==> config.mk <==
export PLATFORM = sky130hd
export DESIGN_NAME = lfsr_step_ctrl_flat
export DESIGN_NICKNAME = d
export VERILOG_FILES = /design/src/rtl/lfsr_step_if.sv /design/src/rtl/lfsr_step_ctrl.sv /design/src/flat_wrapper.sv
export SDC_FILE = /design/constraint.sdc
export NUM_CORES = 1
export LEC_CHECK = 0
export CAP_MARGIN = 25
export CORE_UTILIZATION = 40
export DETAILED_ROUTE_END_ITERATION = 8
export PLACE_DENSITY = 0.66
export SYNTH_ARGS = -nofsm -noshare
export SYNTH_HDL_FRONTEND = slang
export SYNTH_SLANG_ARGS = --single-unit
==> constraint.sdc <==
create_clock -name clk -period 3.5 [get_ports clk]
set_input_delay 0.7 -clock clk [delete_from_list [all_inputs] [get_ports clk]]
set_output_delay 0.7 -clock clk [all_outputs]
set_load 0.01 [all_outputs]
==> src/rtl/lfsr_step_if.sv <==
// Request/strobe bundle between the button conditioning logic and the LFSR
// step controller. The master issues requests and observes the strobes and
// status; the slave (the controller) consumes requests and drives strobes.
interface lfsr_step_if;
  logic [1:0]  div_sel;
  logic        run_req;
  logic        stop_req;
  logic        step_req;
  logic        load_req;
  logic        lfsr_en;
  logic        lfsr_load;
  logic [1:0]  state;
  logic [15:0] step_cnt;

  modport master (
    output div_sel, run_req, stop_req, step_req, load_req,
    input  lfsr_en, lfsr_load, state, step_cnt
  );

  modport slave (
    input  div_sel, run_req, stop_req, step_req, load_req,
    output lfsr_en, lfsr_load, state, step_cnt
  );
endinterface

==> src/rtl/lfsr_step_ctrl.sv <==
// LFSR step controller: rate divider plus a small FSM that turns single-cycle
// button requests into single-cycle LFSR advance/load strobes.
//
//   state  | meaning
//   -------+----------------------------------------------------------
//   S_IDLE | waiting for a request, divider held at 0
//   S_RUN  | free-run, one lfsr_en every PER[div_sel] cycles
//   S_STEP | single advance, lfsr_en high for this one cycle
//   S_LOAD | seed load, lfsr_load high for this one cycle, step_cnt = 0
//
// All outputs are registered, so a request seen in cycle n acts in cycle n+1.
// A load request wins over everything else in every state.
module lfsr_step_ctrl #(
  parameter int CNT_W = 26,
  parameter int PER0  = 50_000_000,
  parameter int PER1  = 25_000_000,
  parameter int PER2  = 5_000_000,
  parameter int PER3  = 500_000
) (
  input  logic        clk,
  input  logic        rst,
  lfsr_step_if.slave  bus
);

  typedef enum logic [1:0] {
    S_IDLE = 2'd0,
    S_RUN  = 2'd1,
    S_STEP = 2'd2,
    S_LOAD = 2'd3
  } state_t;

  // Terminal counts are PER-1: the divider counts 0..PER-1, then strobes.
  localparam logic [CNT_W-1:0] LP_TC0 = CNT_W'(PER0 - 1);
  localparam logic [CNT_W-1:0] LP_TC1 = CNT_W'(PER1 - 1);
  localparam logic [CNT_W-1:0] LP_TC2 = CNT_W'(PER2 - 1);
  localparam logic [CNT_W-1:0] LP_TC3 = CNT_W'(PER3 - 1);

  state_t            r_state;
  state_t            w_state_nxt;
  logic [CNT_W-1:0]  r_cnt;
  logic [CNT_W-1:0]  w_cnt_nxt;
  logic [CNT_W-1:0]  w_tc;
  logic              r_en;
  logic              w_en_nxt;
  logic              r_load;
  logic              w_load_nxt;
  logic [15:0]       r_step_cnt;
  logic [15:0]       w_step_cnt_nxt;

  // Select the terminal count live from div_sel so a mid-run change applies at once.
  always_comb begin
    case (bus.div_sel)
      2'd0:    w_tc = LP_TC0;
      2'd1:    w_tc = LP_TC1;
      2'd2:    w_tc = LP_TC2;
      default: w_tc = LP_TC3;
    endcase
  end

  // Next state, next divider value and next strobes.
  always_comb begin
    w_state_nxt = r_state;
    w_cnt_nxt   = '0;
    w_en_nxt    = 1'b0;
    w_load_nxt  = 1'b0;
    if (bus.load_req) begin
      w_state_nxt = S_LOAD;
      w_load_nxt  = 1'b1;
    end else begin
      case (r_state)
        S_IDLE: begin
          if (bus.step_req) begin
            w_state_nxt = S_STEP;
            w_en_nxt    = 1'b1;
          end else if (bus.run_req) begin
            w_state_nxt = S_RUN;
          end
        end
        S_RUN: begin
          if (bus.stop_req) begin
            w_state_nxt = S_IDLE;
          end else if (r_cnt >= w_tc) begin
            // '>=' so a counter already past a newly shortened period wraps now.
            w_en_nxt = 1'b1;
          end else begin
            w_cnt_nxt = r_cnt + 1'b1;
          end
        end
        S_STEP:  w_state_nxt = S_IDLE;
        S_LOAD:  w_state_nxt = S_IDLE;
        default: w_state_nxt = S_IDLE;
      endcase
    end
  end

  // Strobe count tracks the registered strobe; a load clears it in the LOAD cycle.
  always_comb begin
    w_step_cnt_nxt = r_step_cnt;
    if (w_load_nxt) begin
      w_step_cnt_nxt = '0;
    end else if (w_en_nxt) begin
      w_step_cnt_nxt = r_step_cnt + 16'd1;
    end
  end

  // State, divider and output registers with synchronous reset.
  always_ff @(posedge clk) begin
    if (rst) begin
      r_state    <= S_IDLE;
      r_cnt      <= '0;
      r_en       <= 1'b0;
      r_load     <= 1'b0;
      r_step_cnt <= '0;
    end else begin
      r_state    <= w_state_nxt;
      r_cnt      <= w_cnt_nxt;
      r_en       <= w_en_nxt;
      r_load     <= w_load_nxt;
      r_step_cnt <= w_step_cnt_nxt;
    end
  end

  assign bus.lfsr_en   = r_en;
  assign bus.lfsr_load = r_load;
  assign bus.state     = r_state;
  assign bus.step_cnt  = r_step_cnt;

endmodule

==> src/flat_wrapper.sv <==
// flat-port wrapper written by rule: the top's interface ports become plain ports
module lfsr_step_ctrl_flat 
#(
  parameter int CNT_W = 26,
  parameter int PER0  = 50_000_000,
  parameter int PER1  = 25_000_000,
  parameter int PER2  = 5_000_000,
  parameter int PER3  = 500_000
)
  (clk, rst, bus_div_sel, bus_run_req, bus_stop_req, bus_step_req, bus_load_req, bus_lfsr_en, bus_lfsr_load, bus_state, bus_step_cnt);
  lfsr_step_if bus_i ();
  input  logic clk;
  input  logic rst;
  input wire logic [$bits(bus_i.div_sel)-1:0] bus_div_sel;
  input wire logic [$bits(bus_i.run_req)-1:0] bus_run_req;
  input wire logic [$bits(bus_i.stop_req)-1:0] bus_stop_req;
  input wire logic [$bits(bus_i.step_req)-1:0] bus_step_req;
  input wire logic [$bits(bus_i.load_req)-1:0] bus_load_req;
  output wire logic [$bits(bus_i.lfsr_en)-1:0] bus_lfsr_en;
  output wire logic [$bits(bus_i.lfsr_load)-1:0] bus_lfsr_load;
  output wire logic [$bits(bus_i.state)-1:0] bus_state;
  output wire logic [$bits(bus_i.step_cnt)-1:0] bus_step_cnt;
  assign bus_i.div_sel = bus_div_sel;
  assign bus_i.run_req = bus_run_req;
  assign bus_i.stop_req = bus_stop_req;
  assign bus_i.step_req = bus_step_req;
  assign bus_i.load_req = bus_load_req;
  assign bus_lfsr_en = bus_i.lfsr_en;
  assign bus_lfsr_load = bus_i.lfsr_load;
  assign bus_state = bus_i.state;
  assign bus_step_cnt = bus_i.step_cnt;
  lfsr_step_ctrl #(.CNT_W(CNT_W), .PER0(PER0), .PER1(PER1), .PER2(PER2), .PER3(PER3)) u_core (.clk(clk), .rst(rst), .bus(bus_i));
endmodule
## After elaboration in Yosys (flattened, before gate mapping)

Cells that the tools add are included.
W data, S select, Z words.

- Mux-type cells: 12
- Order comparisons: 1
- Equality and inequality tests: 7
- Reduce and logical (&&, ||, !) cells: 6
- Bitwise operators: 1
- $add $sub $neg: 2

Operators with widths:

| cell | count |
|---|---|
| $pmux W26 S3 | 1 |
| $add A26 B1 Y26 const B | 1 |
| $ge A26 B26 Y1 | 1 |
| $add A16 B1 Y16 const B | 1 |
| $mux W2 | 4 |
| $eq A2 B2 Y1 const B | 3 |
| $pmux W2 S3 | 1 |
| $mux W1 | 5 |
| $reduce_or A5 Y1 | 1 |
| $eq A2 B1 Y1 const B | 2 |
| $logic_not A2 Y1 | 2 |
| $ne A4 B4 Y1 const B | 1 |
| $reduce_or A2 Y1 | 2 |
| $ne A3 B3 Y1 const B | 1 |
| $pmux W1 S2 | 1 |
| $reduce_and A2 Y1 | 1 |
| $not A1 Y1 | 1 |

- Output and inout bits: 20
- Logic and storage cells: 34
- Register bits after elaboration: 46
- Input port bits: 8

## Logic depth before layout (Yosys ltp)

- Depth after elaboration: 7
- Depth in mapped cells: 11
- Gate-level depth less buffers: 10

## Least setup slack after synthesis

Ideal clock, no wire load.

- Kind: input -> register
- From: input bus_div_sel[0]
- To: register u_core.r_step_cnt[15] (netlist: u_core.bus.step_cnt[15])
- Required time: 3373 ps
- Path slack: 526 ps
- Cell stages on the path: 10
- Setup time: 127 ps
- Arrival time: 2848 ps
- Path buffers: 1
- Path through: ha_1 o21bai_1 ha_1 a211o_1 a31oi_1 o211ai_1 a2111oi_4 buf_4 a211oi_1 mux2i_1

- Cells in the longest elaborated chain, start to end: 7
- Elaborated cells on any way between the ends: 9
- Those cells by class: order compare: 1; eq/ne: 2; mux: 5; reduce/logical: 1

RTL lines:

| item | line | text |
|---|---|---|
| from (decl) | flat_wrapper.sv:14 | `input wire logic [$bits(bus_i.div_sel)-1:0] bus_div_sel;` |
| $eq A2 B2 Y1, or another cell as far along | lfsr_step_ctrl.sv:52 | `case (bus.div_sel)` |
| $pmux W26 S3 * | lfsr_step_ctrl.sv:52 |  |
| $ge A26 B26 Y1 * | lfsr_step_ctrl.sv:82 | `end else if (r_cnt >= w_tc) begin` |
| $mux W1 * | lfsr_step_ctrl.sv:82 |  |
| $mux W1 * | lfsr_step_ctrl.sv:80 | `if (bus.stop_req) begin` |
| $pmux W1 S2 * | lfsr_step_ctrl.sv:70 | `case (r_state)` |
| $mux W1 * | lfsr_step_ctrl.sv:66 | `if (bus.load_req) begin` |
| to (signal assigned) | lfsr_step_ctrl.sv:119 | `r_step_cnt <= w_step_cnt_nxt;` |
| to (decl) | lfsr_step_ctrl.sv:47 | `logic [15:0] r_step_cnt;` |

Every way passes the cells marked *; elsewhere a longest branch is shown, timed or not.
A chain may end at the register's enable or synchronous reset.

## Worst setup path after layout

- From: input bus_div_sel[1]
- To: register u_core.r_step_cnt[14] (netlist: u_core.bus.step_cnt[14])

Same word-level chain as after synthesis.

==> metrics.csv <==
stage;metric;value;unit
status;status;complete, no violations;
clock_tree;CTS Buf Count;5;
timing;RSZ-0062 raised after global routing;true;
worst_setup_path;CP endpoint kind;flip-flop;
drt;via count;2290;
worst_setup_path;crit start category;primary input;
timing;Slew Limit Headroom;0.5252;
clock_tree;CTS tree;done;
power;LEAKAGE;1.214;nW
synthesis;Syn Std Cell Area;2701;um^2
timing;fin. max-slew vios;0;
floorplanning;Core Box Area;6422;um^2
floorplanning;num ports;28;
floorplanning;Die X;84.18;um
timing;Final Hold Vio Count;0;
clock_tree;clock-pin slew on the worst setup and hold paths;0.09;ns
layout;Filler cells;580;
synthesis;Synth area leader;dfxtp_1;
layout;area grow syn2layout;22.28;%
clock_tree;clock sinks;46;
synthesis;Syn Nets;352;
synthesis;top post-synthesis cells by area;dfxtp_1 34%, ha_1 13%, nor2_1 6.3%;
placed_design;placed insts;428;
drt;WL/cell;13.54;um
hold_path;Hold Path Class;reg2reg;
layout;Non-Filler Instances;436;
clock_tree;clk_lat worst skew;0.30;ns
synthesis;Synth Instances;317;
layout;share of cells above drive strength 1;0.09471;
power;worst vdd ir;0.2070;mV
timing;period utilization;0.9548;
synthesis;Post-synth ARST share;0;
drt;routed vias/inst;5.252;
timing;final worst slack;0.1581;ns
global_route;global-route wire length before repair;10.28;mm
clock_tree;clk buf depth;2;
floorplanning;std cell rows;29;
layout;Seq. cell area;920.9;um^2
synthesis;Synth top area share;0.3409;
clock_tree;Root Buffer Master;clkbuf_8;
power;total power;1.019;mW
synthesis;Yosys reg bits;46;
layout;multi-input logic area;1689;um^2
floorplanning;DIE HEIGHT;84.18;um
placed_design;placed inst area;3184;um^2
global_route;antenna violations before repair;0;
worst_setup_path;WP data arrival;3.57;ns
placed_design;RD Place Congestion;0.8087;
layout;diode count;0;
clock_tree;post-CTS setup buffers;0;
worst_setup_path;r2r worst-path depth;8;
synthesis;Main synth FF type;dfxtp_1;
timing;Worst-Margin Slew;0.7095;ns
layout;post-route cell area;3303;um^2
worst_setup_path;CP cell instances;clkdlybuf4s50_1 -> inv_1 -> buf_4 -> ha_1 -> inv_1 -> ha_1 -> nand4_1 -> or3_1 -> a211oi_2 -> a2111oi_4 -> buf_4 -> a211oi_1 -> mux2i_1;
synthesis;Netlist cell types;35;
drt;Final ANT Viol Nets;0;
drt;Initial DRC Count;73;
global_route;largest net degree at the start of global routing;19;
placed_design;number of I/O port buffers;27;
synthesis;post-synthesis sequential area ratio;0.3409;
global_route;Tot GR Track Use;0.1794;
worst_setup_path;critical path class;in2reg;
synthesis;synthesis warning total;0;
synthesis;mean area per synthesized cell;8.522;um^2
floorplanning;Initial Util;0.4206;
layout;nets@finish;393;
drt;DRC viols;0;
clock_tree;H-tree levels;2;
power;Power Dens Cells;308.4;nW/um^2
timing;setup violators final;0;
floorplanning;die area;7086;um^2
global_route;GR Overflow Total;0;
drt;DR pass1 iterations;4;
worst_setup_path;required time worst endpoint;3.73;ns
job;max_cap viols;0;
worst_setup_path;Worst Path Max Fanout;14;
timing;post-layout minimum cycle time;3.342;ns
timing;fmax;0.2992;GHz
placed_design;DP HPWL;4.304;mm
worst_setup_path;CP max stage cell;clkdlybuf4s50_1;
worst_setup_path;crit-path max cell delay;0.45;ns
global_route;vias in the first global route;2194;
timing;Setup Skew;0.01345;ns
hold_path;Hold Crit Depth;1;
synthesis;EDFF count, synth;0;
drt;final WL;5.905;mm
placed_design;Worst Setup Slack post-DPL;-0.1753;ns
## power by group
group          switching (mW)  internal, mW
Clock                   0.181         0.213
Sequential            0.00521         0.526
Combinational          0.0482        0.0445
## per-stage QoR
stage,setup TNS [ns],utilization,hold slack [ns]
final,0,0.5143,0.4765
after global routing,-0.002958,0.5143,0.5005
after CTS,0,0.5130,0.4806
after detailed placement,-4.853,0.4958,0.4625
after global placement,-1.627,0.4958,0.4482
after floorplan,0,-,0.4295
## state kept, by name, summed over array words and instances, names as in the netlist
register / count
u_core.r_cnt: 26
u_core.bus.step_cnt: 16
u_core.bus.state: 2
u_core.bus.lfsr_en: 1
u_core.bus.lfsr_load: 1
## critical path: cells and delay by family
family | cells | cell delay (ns)
adders and majority gates | 2 | 0.43
and+or+nand+nor | 2 | 0.54
AOI/OAI and AO/OA | 3 | 0.67
buffers and inverters | 5 | 0.97
muxes | 1 | 0.24
## cells in the mapped netlist (2+ instances only)
library cell and instances:
o21a_1 3, a211oi_2 2, and4_1 2, a211oi_1 7, a31oi_1 2, clkbuf_1 9
nor2_1 45, xor2_1 14, inv_1 13, mux2i_1 16, ha_1 27, a21oi_1 13
nand3_1 14, or3_1 15, a211o_1 2, nor3_1 3, or4b_2 2, o21ai_0 3
o211ai_1 2, and3_1 4, a21o_1 3, dfxtp_1 46, nand2_1 33, xnor2_1 10
nor2b_1 3, nand4_1 12, and2_1 3, buf_2 2
## placed cells by master, fill, tap and decap left out, types with 4 or more instances in the layout
cell type and count:
a211oi_1 6, a21oi_1 13, and3_1 4, buf_4 17, clkbuf_8 5, clkdlybuf4s50_1 27
dfxtp_1 46, ha_1 27, inv_1 13, mux2i_1 16, nand2_1 33, nand3_1 14
nand4_1 12, nor2_1 45, or3_1 15, xnor2_1 10, xor2_1 14
## area by class of cell
cell class | instances | area share
multi-input cells | 246 | 0.5114
flip-flops and latches | 46 | 0.2788
repair buffers | 46 | 0.1326
well taps | 77 | 0.02917
clock buffers | 6 | 0.02197
inverters | 13 | 0.01477
clock inverters | 2 | 0.01136
## per-layer routing
| layer | GRT usage | wire, um | part of all wire |
|---|---|---|---|
| met2 | 0.2817 | 2708 | 0.46 |
| met3 | 0.04326 | 218 | 0.037 |
| met4 | 0.03762 | 21 | 0.0036 |
| met5 | 0 | 0 | 0 |
| met1 | 0.2509 | 2957 | 0.50 |
## path summary, 6_finish.rpt
path | slack, ns | to | start
setup / recovery | 0.16 | u_core.bus.step_cnt[14]$_SDFFE_PP0P_ | bus_div_sel[1]
setup reg to reg | 1.11 | u_core.bus.step_cnt[14]$_SDFFE_PP0P_ | u_core.r_cnt[23]$_SDFF_PP0_
hold reg to reg | 0.48 | u_core.r_cnt[0]$_SDFF_PP0_ | u_core.r_cnt[0]$_SDFF_PP0_
hold / removal | 0.48 | u_core.r_cnt[0]$_SDFF_PP0_ | u_core.r_cnt[0]$_SDFF_PP0_
## what timing repair did
action	4_1_cts	5_1_grt
endpoints found under the hold margin	0	0
hold buffers	0	0
resized for setup	0	2
endpoints found under the setup margin	0	15
## cells by family (layout without fill, tap and decap cells)
kind of cell    Yosys count  in the layout  share of synthesized area
fa+ha+maj                27             27                     0.1251
buf+inv                  25             67                    0.03706
mux                      16             16                    0.05929
flops                    46             46                     0.3409
xor+xnor                 24             24                    0.07781
simple gates            140            140                     0.2552
compound gates           39             39                     0.1047
Note: power is estimated with default switching activity, not from simulation.
==> variant 1: new RTL, config.mk and constraints unchanged <==
`CNT_W` is set to 26 in 2 places; all go to 52.
--- a/src/rtl/lfsr_step_ctrl.sv
+++ b/src/rtl/lfsr_step_ctrl.sv
@@ -11,7 +11,7 @@
 // All outputs are registered, so a request seen in cycle n acts in cycle n+1.
 // A load request wins over everything else in every state.
 module lfsr_step_ctrl #(
-  parameter int CNT_W = 26,
+  parameter int CNT_W = 52,
   parameter int PER0  = 50_000_000,
   parameter int PER1  = 25_000_000,
   parameter int PER2  = 5_000_000,
--- a/src/flat_wrapper.sv
+++ b/src/flat_wrapper.sv
@@ -1,7 +1,7 @@
 // flat-port wrapper written by rule: the top's interface ports become plain ports
 module lfsr_step_ctrl_flat 
 #(
-  parameter int CNT_W = 26,
+  parameter int CNT_W = 52,
   parameter int PER0  = 50_000_000,
   parameter int PER1  = 25_000_000,
   parameter int PER2  = 5_000_000,
Behaviour: same outputs for any inputs over 10 cycles, from zero or initial values and one cycle with rst high; that may be too few to reach the edited logic, so the function may still have changed.
==> variant 1 against the unedited design <==
Global-route usage down 2.7 points; sequential cell count up 26; clock power is 64% higher; power increased by 55%; area after synthesis is 14% higher; design area increased by 16%; sequential power is 59% higher; synthesized cell count increased by 3.2%; setup slack improved by 0.026 ns; wire length decreased by 1.9%.
==> variant 1: results (changes against the unedited design) <==
stage,metric,value,unit,change
critical_path,worstPathMaxFanout,10,,-4
grt,use_met3,3.05,%,-1.3 points
run_status,outcome,"complete, no violations",,
placement,gp_congestion,0.770,,-4.8%
critical_path,reg2regPathDepth,9,,+1
grt,grt_pass1_vias,2216,,+1.0%
timing,period_share,94.7,%,-0.75 points
critical_path,r2r_slack,1.13,ns,+0.02 ns
yosys,synth_commonest_cells,"72 x dfxtp_1, 60 x nor2_1, 27 x xor2_1",,
route,detail_route.first_pass.iterations,4,,unchanged
final_layout,finalNetCount,428,,+8.9%
cts,numCtsBuffers,9,,+4
critical_path,rr_endpoint,u_core.bus.step_cnt[8]$_SDFFE_PP0P_,,
cts,clock_latency,0.34,ns,+0.04 ns
grt,track_usage,15.2,%,-2.7 points
grt,grt_max_degree,28,,+9
pwr,vdd_drop_max,0.206,mV,-0.65%
route,routed_via_density,4.78,,-9.0%
placement,preCtsSetupSlack,-0.170,ns,+0.00507 ns
critical_path,rr_startpoint,u_core.r_cnt[9]$_SDFF_PP0_,,
grt,met1_usage,19.5,%,-5.6 points
grt,grt_use_met2,24.2,%,-4.0 points
final_layout,drive_gt1_share,8.29,%,-1.2 points
yosys,synth.top_cell.area_share,46.7,%,+13 points
grt,grt_pass1_wl,9.90,mm,-3.7%
route,wire_per_inst,11.7,um,-14%
yosys,ys_types,42,,+20%
timing,finalClockSkew,0.0113,ns,-0.00210 ns
cts,cts-htree-levels,3,,+1
pwr,leakage,1.52,nW,+25%
## variant 1: cell count changes after synthesis, sizes merged, moves of 12 or more
cell	before	now
nand2	33	19
mux2i	16	1
xor2	14	27
nor2	45	60
dfxtp	46	72
or3	15	3
## variant 1: how the worst max path moves through the flow
| stage | from | to | cells past startpoint |
|---|---|---|---|
| after floorplan | bus_div_sel[0] | u_core.bus.step_cnt[5]$_SDFFE_PP0P_ | 11 |
| after global placement | bus_div_sel[0] | u_core.bus.step_cnt[15]$_SDFFE_PP0P_ | 13 |
| after detailed placement | bus_div_sel[0] | u_core.bus.step_cnt[15]$_SDFFE_PP0P_ | 13 |
| after CTS | bus_div_sel[0] | u_core.bus.step_cnt[8]$_SDFFE_PP0P_ | 13 |
| after global routing | bus_div_sel[1] | u_core.bus.step_cnt[8]$_SDFFE_PP0P_ | 13 |
| final | bus_div_sel[0] | u_core.bus.step_cnt[8]$_SDFFE_PP0P_ | 13 |
## variant 1: cell families after synthesis
kind of cell,after synthesis,share of synthesized area (%)
AND/OR/NAND/NOR,137,21.2
flip-flops,72,46.7
AO/OA/AOI/OAI,38,8.75
XOR/XNOR,36,10.2
adder cells (fa/ha/maj),26,10.5
buffers and inverters,16,2.23
other,1,0.121
multiplexers,1,0.324
## variant 1: layout make-up
class / count / share of cell area (%)
multi-input cells: 263 / 43.5
flip-flops and latches: 72 / 37.5
repair buffers: 40 / 9.90
clock buffers: 10 / 3.58
well taps: 99 / 3.22
clock inverters: 5 / 1.47
inverters: 8 / 0.782
## variant 1: per-layer routing
layer	routed length, um	vias to the layer above	part of all wire [%]
li1	-	1245	-
met1	2860	1101	49
met2	2690	20	47
met3	132	9	2.3
met4	105	0	1.8
met5	0	-	0
## variant 1: critical path, cell delays in order
cell and delay, ns:
clkdlybuf4s50_1 0.53, inv_1 0.12, ha_1 0.21, o21bai_1 0.17, ha_1 0.27, a21o_1 0.18, a221o_1 0.32, a211oi_2 0.28
o21ai_2 0.12, buf_4 0.19, o2111ai_1 0.23, xor2_1 0.17, nor2_1 0.05
## variant 1: stage by stage
step                      cell area [um2]  hold slack (ns)  utilization (%)  std cells  power, mW
after global placement               3640            0.430             49.4        482      0.944
after floorplan                      3180            0.418                -        351      0.908
final                                3840            0.456             52.1        497       1.58
after detailed placement             3640            0.445             49.4        482      0.947
after global routing                 3840            0.483             52.1        497       1.64
after CTS                            3840            0.458             52.1        497       1.60
## variant 1: power breakdown
group	switching (mW)	internal, mW
registers	0.00786	0.838
clock network	0.302	0.344
logic	0.0439	0.0393
total	0.354	1.22
## variant 1: timing repair
item                       4_1_cts  5_1_grt
hold endpoints to repair         0        0
resized for setup                0        1
setup endpoints to repair        0        4
==> variant 2: new RTL, same flow settings <==
Made on the original files. Reset style: asynchronous (`rst`), changed in one clocked block. Comments in the files are not updated.
--- a/src/rtl/lfsr_step_ctrl.sv
+++ b/src/rtl/lfsr_step_ctrl.sv
@@ -104,7 +104,7 @@
   end
 
   // State, divider and output registers with synchronous reset.
-  always_ff @(posedge clk) begin
+  always_ff @(posedge clk or posedge rst) begin
     if (rst) begin
       r_state    <= S_IDLE;
       r_cnt      <= '0;
Check against the original RTL: differs if rst is asserted again (counterexample within 4 cycles, from zero or initial values and one cycle with rst high); with rst held inactive, the same outputs for 10 cycles.
==> variant 2 against the unedited design <==
Setup slack better by 0.0016 ns; register-to-register slack worse by 0.09 ns; wire length up 3.5%; non-clock buffer count up 1; sequential share of layout area up 6.0 points; design area up 2.8%; power down 6.0%; area after synthesis up 2.4%; sequential cell count unchanged; sequential power up 2%; critical endpoint is now u_core.bus.step_cnt[12]$_DFFE_PP0P_; largest cell class unchanged; largest power group unchanged; highest routed layer unchanged.
==> variant 2: results (changes against the unedited design) <==
stage,metric,value,unit,change
run_status,outcome,"complete, no violations",,
route,routed_via_density,5.40,,+2.9%
final_layout,finalNetCount,375,,-4.6%
critical_path,crit_start,bus_div_sel[0],,
pwr,leakage,1.45,nW,+20%
timing,post-route-min-period,3.34,ns,-0.00162 ns
critical_path,worstPathMaxFanout,7,,-7
placement,place_inst,407,,-4.9%
route,postRouteWirelength,6.11,mm,+3.5%
min_path,hold_start,u_core.r_cnt[0]$_DFF_PP0_,,
yosys,syn_inst,292,,-7.9%
critical_path,max_stage_delay,0.53,ns,+0.08 ns
yosys,syn-num-nets,327,,-7.1%
yosys,synth_commonest_cells,"46 x dfrtp_1, 42 x nor2_1, 27 x ha_1",,
grt,grt_max_degree,47,,+28
placement,preCtsSetupSlack,-0.296,ns,-0.120 ns
grt,use_met3,3.89,%,-0.44 points
pwr,vdd_drop_max,0.189,mV,-8.5%
grt,grt_pass1_vias,2202,,+0.36%
placement,gp_congestion,0.771,,-4.7%
placement,dp_hpwl,4.39,mm,+2.0%
critical_path,rr_startpoint,u_core.r_cnt[19]$_DFF_PP0_,,
grt,track_usage,18.4,%,+0.42 points
critical_path,worst_path_max_delay_cell,or4_1,,
grt,grt_use_met2,29.6,%,+1.5 points
critical_path,rr_endpoint,u_core.bus.step_cnt[12]$_DFFE_PP0P_,,
## variant 2: area by class of cell
| class | instances | area, um2 | area share, % |
|---|---|---|---|
| Multi-Input combinational cell | 228 | 1580 | 46.6 |
| Timing Repair Buffer | 47 | 445 | 13.1 |
| Inverter | 12 | 45.0 | 1.33 |
| Sequential cell | 46 | 1150 | 33.9 |
| Clock buffer | 7 | 76.3 | 2.25 |
| Tap cell | 77 | 96.3 | 2.84 |
## variant 2: worst max-delay path: cells and delay by family
kind | cells | cell delay (ns)
adder cells (fa/ha/maj) | 2 | 0.64
buffers and inverters | 3 | 0.67
AND/OR/NAND/NOR | 4 | 1.09
AO/OA/AOI/OAI | 3 | 0.47
## variant 2: logic make-up (layout without fill, tap and decap cells)
| family | after synthesis | in the layout | synth area share [%] |
|---|---|---|---|
| xor+xnor | 27 | 27 | 8.55 |
| fa+ha+maj | 27 | 27 | 12.2 |
| simple gates | 128 | 128 | 24.8 |
| compound gates | 44 | 44 | 9.23 |
| flops | 46 | 46 | 41.6 |
| mux | 2 | 2 | 0.769 |
| buf+inv | 18 | 66 | 2.76 |
## variant 2: per-layer routing
layer / part of all wire (%) / routed length (um) / up-vias
li1: - / - / 1131
met1: 50 / 3050 / 1084
met2: 46 / 2780 / 33
met3: 3.5 / 213 / 5
met4: 0.95 / 58 / 0
met5: 0 / 0 / -
## variant 2: power by group through the flow
stage               Combinational [mW]  Clock (mW)  Sequential [mW]
global placement                0.0913           0            0.550
floorplan                       0.0503           0            0.551
CTS                             0.0944       0.326            0.540
finish                           0.102       0.316            0.540
detailed placement              0.0938           0            0.550
global route                     0.114       0.345            0.541
## variant 2: what timing repair did
item	in CTS	in global routing
setup endpoints to repair	0	34
setup buffers	0	2
gates resized for setup	0	10
